[src/rtl/hazard_stall_unit.sv]
// Hazard stall unit: detects load-use and load-branch hazards that forwarding
// cannot cover, per hart. It drives the PC and IF/ID write enables, the ID/EX
// bubble and the IF flush for a taken ID-stage branch. It also keeps per-hart
// saturating stall-cycle counters.
module hazard_stall_unit #(
    parameter int NHARTS = 4,
    parameter int HID_W  = 2,
    parameter int CNT_W  = 16
) (
    input  logic                    clk,
    input  logic                    reset,
    input  logic [4:0]              RegisterRS1_ID,
    input  logic [4:0]              RegisterRS2_ID,
    input  logic                    UseRS1_ID,
    input  logic                    UseRS2_ID,
    input  logic                    Branch_ID,
    input  logic                    BranchTaken_ID,
    input  logic [HID_W-1:0]        mhartID_ID,
    input  logic [HID_W-1:0]        mhartID_IF,
    input  logic                    MemRead_EX,
    input  logic                    RegWrite_EX,
    input  logic [4:0]              Waddr_EX,
    input  logic [HID_W-1:0]        mhartID_EX,
    input  logic                    MemRead_Mem,
    input  logic [4:0]              Waddr_Mem,
    input  logic [HID_W-1:0]        mhartID_Mem,
    input  logic                    clr_cnt,
    output logic                    PCWrite,
    output logic                    IFIDWrite,
    output logic                    Bubble_EX,
    output logic                    FlushIF,
    output logic [NHARTS*CNT_W-1:0] StallCnt
);

    typedef enum logic {
        ST_IDLE = 1'b0,
        ST_HOLD = 1'b1
    } state_t;

    localparam logic [CNT_W-1:0] CNT_MAX = {CNT_W{1'b1}};

    state_t           r_state;
    logic [1:0]       r_rem;
    logic [CNT_W-1:0] r_cnt [NHARTS];

    logic w_ex_hit;
    logic w_mem_hit;
    logic w_lu;
    logic w_lb2;
    logic w_lb1;
    logic w_stall;

    // A producer hazards a source register only when it really writes a
    // non-zero register of the same hart that the ID instruction reads.
    function automatic logic f_match(
        input logic             use_rs,
        input logic [4:0]       rs,
        input logic [4:0]       wa,
        input logic [HID_W-1:0] hid,
        input logic [HID_W-1:0] id_hid
    );
        f_match = use_rs && (wa != 5'd0) && (wa == rs) && (hid == id_hid);
    endfunction

    // Hazard classification from the EX and MEM pipeline tags.
    always_comb begin
        w_ex_hit  = MemRead_EX && RegWrite_EX &&
                    (f_match(UseRS1_ID, RegisterRS1_ID, Waddr_EX, mhartID_EX, mhartID_ID) ||
                     f_match(UseRS2_ID, RegisterRS2_ID, Waddr_EX, mhartID_EX, mhartID_ID));
        w_mem_hit = MemRead_Mem &&
                    (f_match(UseRS1_ID, RegisterRS1_ID, Waddr_Mem, mhartID_Mem, mhartID_ID) ||
                     f_match(UseRS2_ID, RegisterRS2_ID, Waddr_Mem, mhartID_Mem, mhartID_ID));
        w_lu      = w_ex_hit && !Branch_ID;
        w_lb2     = w_ex_hit && Branch_ID;
        w_lb1     = w_mem_hit && Branch_ID && !w_lb2;
    end

    // Stall decision: fresh detection in IDLE, unconditional while holding;
    // reset forces the pipeline free-running.
    always_comb begin
        w_stall = 1'b0;
        if (reset) begin
            w_stall = 1'b0;
        end else begin
            case (r_state)
                ST_IDLE: w_stall = w_lu || w_lb2 || w_lb1;
                ST_HOLD: w_stall = 1'b1;
                default: w_stall = 1'b0;
            endcase
        end
    end

    // Pipeline control outputs; a stalled branch never triggers a flush.
    always_comb begin
        PCWrite   = !w_stall;
        IFIDWrite = !w_stall;
        Bubble_EX = w_stall;
        FlushIF   = 1'b0;
        if (reset) begin
            FlushIF = 1'b0;
        end else begin
            FlushIF = BranchTaken_ID && Branch_ID && !w_stall && (mhartID_IF == mhartID_ID);
        end
    end

    // Stall sequencer: a load feeding a branch from EX needs a second cycle,
    // which HOLD supplies without re-examining the pipeline tags.
    always_ff @(posedge clk) begin
        if (reset) begin
            r_state <= ST_IDLE;
            r_rem   <= 2'd0;
        end else begin
            case (r_state)
                ST_IDLE: begin
                    if (w_lb2) begin
                        r_state <= ST_HOLD;
                        r_rem   <= 2'd1;
                    end else begin
                        r_state <= ST_IDLE;
                        r_rem   <= 2'd0;
                    end
                end
                ST_HOLD: begin
                    if (r_rem == 2'd1) begin
                        r_state <= ST_IDLE;
                        r_rem   <= 2'd0;
                    end else begin
                        r_state <= ST_HOLD;
                        r_rem   <= r_rem - 2'd1;
                    end
                end
                default: begin
                    r_state <= ST_IDLE;
                    r_rem   <= 2'd0;
                end
            endcase
        end
    end

    // Per-hart stall counters, saturating; clearing overrides counting.
    always_ff @(posedge clk) begin
        for (int h = 0; h < NHARTS; h++) begin
            if (reset || clr_cnt) begin
                r_cnt[h] <= {CNT_W{1'b0}};
            end else if (w_stall && (mhartID_ID == HID_W'(h)) && (r_cnt[h] != CNT_MAX)) begin
                r_cnt[h] <= r_cnt[h] + {{(CNT_W-1){1'b0}}, 1'b1};
            end else begin
                r_cnt[h] <= r_cnt[h];
            end
        end
    end

    // Flatten the counters, hart h occupying [h*CNT_W +: CNT_W].
    always_comb begin
        StallCnt = {(NHARTS*CNT_W){1'b0}};
        for (int h = 0; h < NHARTS; h++) begin
            StallCnt[h*CNT_W +: CNT_W] = r_cnt[h];
        end
    end

endmodule
[config.mk]
export PLATFORM = sky130hd
export DESIGN_NAME = hazard_stall_unit
export DESIGN_NICKNAME = d
export VERILOG_FILES = /design/src/rtl/hazard_stall_unit.sv
export SDC_FILE = /design/constraint.sdc
export NUM_CORES = 1
export LEC_CHECK = 0
export ABC_CLOCK_PERIOD_IN_PS = 8700
export CORE_AREA = 8 8 87 108
export CTS_CLUSTER_DIAMETER = 60
export DETAILED_ROUTE_END_ITERATION = 10
export DIE_AREA = 0 0 95 116
export GPL_TIMING_DRIVEN = 0
export PLACE_DENSITY = 0.94
export SETUP_SLACK_MARGIN = 0.1
export SLEW_MARGIN = 20
export SYNTH_ARGS = -nofsm -noshare
export SYNTH_HDL_FRONTEND = slang
export SYNTH_SLANG_ARGS = --single-unit
[constraint.sdc]
create_clock -name clk -period 8.7 [get_ports clk]
set_input_delay 1.74 -clock clk [delete_from_list [all_inputs] [get_ports clk]]
set_output_delay 1.74 -clock clk [all_outputs]
set_load 0.02 [all_outputs]
* Yosys cells after proc, flatten, opt, wreduce, memory -nomap -nowiden
Memories as Yosys holds them, arrays and structs flattened.
Index checks and enable logic that the tools add are counted.
Widths: inputs -> output; s select.
** Storage, ports and cells
- Memories kept :: 1
- Output and inout bits :: 68
- Bits of input ports :: 38
- Bits in writable memories :: 64
- Logic and storage cells :: 116
- Flip-flop bits (word level) :: 3
** Memories
- r_cnt :: depth 4, bits a word 16, read ports 4, clocked after memory_dff 0, wr ports 4, RTL line 44 : logic [CNT_W-1:0] r_cnt [NHARTS];
** Cells by class
- Muxes and demuxes :: 43
- Eq/ne operators :: 15
- Bitwise gates (word level) :: 9
- Add/sub/neg operators :: 5
- Reduce and logical (&&, ||, !) cells :: 41
** Operator list (number)
- $mux 16 :: 8
- $add 16x1->16 const B :: 4
- $ne 16x16->1 const B :: 4
- $mux 1 :: 31
- $logic_and 1x1->1 :: 30
- $eq 5x5->1 :: 4
- $reduce_bool 5->1 :: 2
- $or 1x1->1 :: 8
- $eq 2x2->1 :: 3
- $logic_or 1x1->1 :: 5
- $eq 2x1->1 const B :: 2
- $eq 2x2->1 const B :: 2
- $pmux 1 s2 :: 2
- $pmux 2 s2 :: 1
- $logic_not 1->1 :: 3
- $logic_not 2->1 :: 1
- $mux 2 :: 1
- $sub 2x1->2 const B :: 1
- $not 1->1 :: 1

* Logic depth before layout (Yosys ltp)
- Depth in word-level cells :: 19
- Depth in mapped cells :: 9
- Depth with buffers taken out :: 7

* Least setup slack after synthesis
No wires, ideal clock.
- Path type :: input to output
- From :: input mhartID_ID[0]
- To :: output PCWrite
- Arrival :: 2.952 ns
- Cell stages on the path :: 8
- Setup slack :: 4.008 ns
- Data required time :: 6.960 ns
- Path buffers :: 4
- Path through :: buf_2 xor2_1 a211oi_2 nand4_1 a31o_1 buf_6 buf_6 buf_4
** Between the ends
- Word-level cells in the longest chain between the ends :: 11
- Elaborated cells on any way between the ends :: 20
- Classes of those cells :: eq/ne (2); mux (2); reduce/logical (16)
** Ends and longest elaborated chain
- start: declaration :: RTL line 18 : input logic [HID_W-1:0] mhartID_ID,
- $eq 2x2->1 :: RTL line 62 : f_match = use_rs && (wa != 5'd0) && (wa == rs) && (hid == id_hid);
- $logic_and 1x1->1 :: RTL line 62
- $logic_or 1x1->1 :: RTL line 68 : (f_match(UseRS1_ID, RegisterRS1_ID, Waddr_EX, mhartID_EX, mhartID_ID) ||
- $logic_and 1x1->1 :: RTL line 67 : w_ex_hit = MemRead_EX && RegWrite_EX &&
- $logic_and 1x1->1 :: RTL line 74 : w_lb2 = w_ex_hit && Branch_ID;
- $logic_not 1->1 :: RTL line 75 : w_lb1 = w_mem_hit && Branch_ID && !w_lb2;
- $logic_and 1x1->1 :: RTL line 75
- $logic_or 1x1->1 * :: RTL line 86 : ST_IDLE: w_stall = w_lu || w_lb2 || w_lb1;
- $pmux 1 s2 * :: RTL line 85 : case (r_state)
- $mux 1 * :: RTL line 82 : if (reset) begin
- $logic_not 1->1 *
- end: declaration :: RTL line 28 : output logic PCWrite,
Mark *: on every way between the ends. The rest lies on a longest branch, timed or not.

* Worst setup path after layout
- From :: input Waddr_EX[0]
- To :: output PCWrite
** Between the ends
- Word-level cells in the longest chain between the ends :: 13
- Elaborated cells on any way between the ends :: 20
- Classes of those cells :: eq/ne (2); mux (2); reduce/logical (16)
** Ends and longest elaborated chain
- start: declaration :: RTL line 22 : input logic [4:0] Waddr_EX,
- $reduce_bool 5->1 :: RTL line 62
- $logic_and 1x1->1 (3 in series) :: RTL line 62
- $logic_or 1x1->1 * :: RTL line 68
- $logic_and 1x1->1 * :: RTL line 67
- $logic_and 1x1->1 :: RTL line 74
- $logic_not 1->1 :: RTL line 75
- $logic_and 1x1->1 :: RTL line 75
- $logic_or 1x1->1 * :: RTL line 86
- $pmux 1 s2 * :: RTL line 85
- $mux 1 * :: RTL line 82
- $logic_not 1->1 * :: RTL line 95 : PCWrite = !w_stall;
Marked as above.

==> results.tsv <==
metric	value	unit
vdd_drop_max	0.1042	mV
rsz0062_at_grt	false	
clock_latency	340	ps
cts_hold_buf	0	
gr-total-overflow	0	
ys_types	38	
crit_type	input pin to output port	
dr.pass1.iters	4	
path_cells	clkdlybuf4s50_1, xnor2_1, nand4_1, o22ai_1, nand4_1, a31o_1, buf_6, buf_6, buf_4, clkdlybuf4s50_1	
grt_pass1_wl	16110	um
rrSetupSlack	6100	ps
final-setup-viol-count	0	
h-tree-depth	3	
cp-startpoint	Waddr_EX[0]	
cts-root-buf	clkbuf_8	
min_period	5903	ps
hold_class	flop to flop	
area_growth	35.36	%
crit_path_top_delay_cell	clkdlybuf4s50_1	
cts_setup_buffers	0	
dpl.hpwl	7962	um
die_y	116	um
clkSlewWorstSetupHoldPaths	70	ps
initial_core_util	51.27	%
nets	537	
synth_seq_cells	67	
worstSetupPathDepth	10	
crit-reg2reg-capture	r_cnt[2][11]$_SDFFCE_PN0P_	
synth_warnings	0	
crit_family	buffers and inverters	
p_sw_share	24.92	%
syn-num-nets	421	
ant_nets	0	
via_count	3255	
synth.top_cell.area_share	48.67	%
skew	9.316	ps
netlist_area	0.003949	sq mm
leakagePower	1.757	nW
drcViolationCount	0	
reg2reg_from	r_cnt[2][2]$_SDFFCE_PN0P_	
place_congestion	0.9610	
synth_top_cell_by_area	edfxtp_1	
fin_crit_sh	67.85	%
synth_area_leaders	edfxtp_1, xnor2_1, xor2_1	
endpoint_kind	output port	
detail_route.wl_per_cell	17.55	um
combPwrFrac	15.3	%
syn_inst	378	
final.setup.tns	0	ps
tritoncts	built	
cts_sinks	67	
reg2regPathDepth	5	
portBuffers	103	
vias_per_cell	5.480	
drv_cap	0	
powerDensity	146.8	mW/mm^2
fin_util	69.40	%
first_global_vias	3341	
fmax	0.1694	GHz
drv_slew	0	
power_frac_clock	35.4	%
start_kind	input pin	
syn_avg_cell_area	10.45	sq um
stdcell_count	594	
p_sw	0.1955	mW
crit_buf_inv	5	
diodes	0	
grt_antenna_before_repair	0	
drive_gt1_share	8.818	%
cts_buffers	9	
n_fill_cell	573	
p_seq_share	49.2	%
cts_max_path_buffers	2	
status	completed	
tightest_slew	868.5	ps
p_int	0.5889	mW
slew_headroom	42.09	%
cp-endpoint	PCWrite	
core-area	0.007702	sq mm
cp.arrival	4160	ps
initialDrtViolationCount	173	
cp_slowest_stage_delay	540	ps
cts_resized	0	
die_x	95	um
path_max_fanout	11	
required	6960	ps
finalWirelength	10420	um
dpl.cell_count	578	
io_pins	106	
grt_max_degree	17	
grt_use_total	18.81	%
synth.yosys.seq_area_share	50.19	%
fp.dieArea	0.01102	sq mm
p_total	0.7844	mW
hold_viol	0	
fp-row-count	36	
==> per-layer routing <==
metal  up-vias  share of wire [%]  GRT usage [%]
li1       1577                  -              -
met1      1551                 40          21.47
met2       115                 50          32.39
met3        12                8.0          5.638
met4         0                1.3          6.576
met5         -                  0              0
==> area by class of cell <==
class	instances	area, sq um	share of cell area (%)
Sequential cell	67	1982	37.08
Multi-Input combinational cell	284	1807	33.80
Timing Repair Buffer	105	1054	19.71
Clock buffer	11	131.4	2.458
Buffer	15	130.1	2.434
Tap cell	95	118.9	2.224
Clock inverter	5	77.57	1.451
Inverter	12	45.04	0.8427
==> power groups by stage <==
stage | Combinational [mW] | Clock [mW] | Sequential, mW
detailed placement | 0.120 | 0 | 0.393
finish | 0.120 | 0.278 | 0.386
CTS | 0.121 | 0.281 | 0.386
floorplan | 0.0391 | 0 | 0.408
global route | 0.127 | 0.296 | 0.389
global placement | 0.115 | 0 | 0.392
==> stage by stage <==
step	setup slack (ps)	hold WS (ps)	cell area, sq um
2_1_floorplan	4008	470.6	3949
3_3_place_gp	2862	488.2	5099
3_5_place_dp	2819	521.7	5136
4_1_cts	2799	532.8	5345
5_1_grt	2710	565.0	5345
6_report	2797	536.8	5345
==> placed cells by master (no fill, tap or decap), types with 2 or more instances in the layout <==
cell / count
clkdlybuf4s50_1: 103
edfxtp_1: 64
nor3_1: 53
xnor2_1: 42
xor2_1: 38
nand2_1: 34
nor2_1: 33
nand3_1: 20
nand4_1: 13
inv_1: 12
buf_6: 10
clkbuf_8: 9
and3_1: 8
ha_1: 5
o21ai_2: 4
clkbuf_1: 4
a21oi_1: 4
or2_2: 3
buf_4: 3
dfxtp_1: 3
buf_2: 2
a211oi_2: 2
o22ai_1: 2
and3_4: 2
nor4_2: 2
and2_1: 2
o21ai_0: 2
or3_1: 2
bufinv_16: 2
clkinv_2: 2
==> cell usage after synthesis (all sizes together) <==
| library cell | count |
|---|---|
| or2 | 3 |
| nand4 | 13 |
| nand3 | 20 |
| inv | 12 |
| dfxtp | 3 |
| o21ai | 7 |
| buf | 13 |
| a31o | 1 |
| and3 | 10 |
| and4b | 1 |
| a31oi | 1 |
| a211oi | 2 |
| and2 | 2 |
| nor3 | 54 |
| clkbuf | 2 |
| and4 | 1 |
| nand2b | 1 |
| nor2b | 1 |
| a21oi | 4 |
| o22ai | 2 |
| nor4 | 2 |
| a41oi | 1 |
| nor3b | 1 |
| edfxtp | 64 |
| ha | 5 |
| nor2 | 33 |
| xor2 | 38 |
| a311o | 1 |
| or3 | 2 |
| nand2 | 35 |
| xnor2 | 42 |
| nand3b | 1 |
==> sequential cells by signal (all words and copies together), names as in the netlist <==
signal,count
r_cnt,64
r_rem,2
r_state,1
==> kinds of logic after synthesis <==
group	synth area share [%]
flops	50.19
xor+xnor	17.74
buf+inv	4.436
simple gates	22.85
compound gates	3.200
fa+ha+maj	1.584
==> worst min-delay path by stage <==
stage	startpoint	to	slack (ps)	cells past startpoint
3_3_place_gp	r_state$_SDFF_PP0_	r_rem[1]$_SDFF_PP0_	490	2
4_1_cts	r_state$_SDFF_PP0_	r_rem[1]$_SDFF_PP0_	530	2
5_1_grt	r_state$_SDFF_PP0_	r_rem[1]$_SDFF_PP0_	570	2
3_5_place_dp	r_state$_SDFF_PP0_	r_rem[1]$_SDFF_PP0_	520	2
2_1_floorplan	r_state$_SDFF_PP0_	r_rem[1]$_SDFF_PP0_	470	2
6_report	r_state$_SDFF_PP0_	r_rem[1]$_SDFF_PP0_	540	2
==> tightest hold or removal path, stage by stage (launching register included) <==
cell	delay [ps]
dfxtp_1	310
nand2b_1	120
nor3b_1	60
No activity file was read; power rests on OpenSTA's default activity.
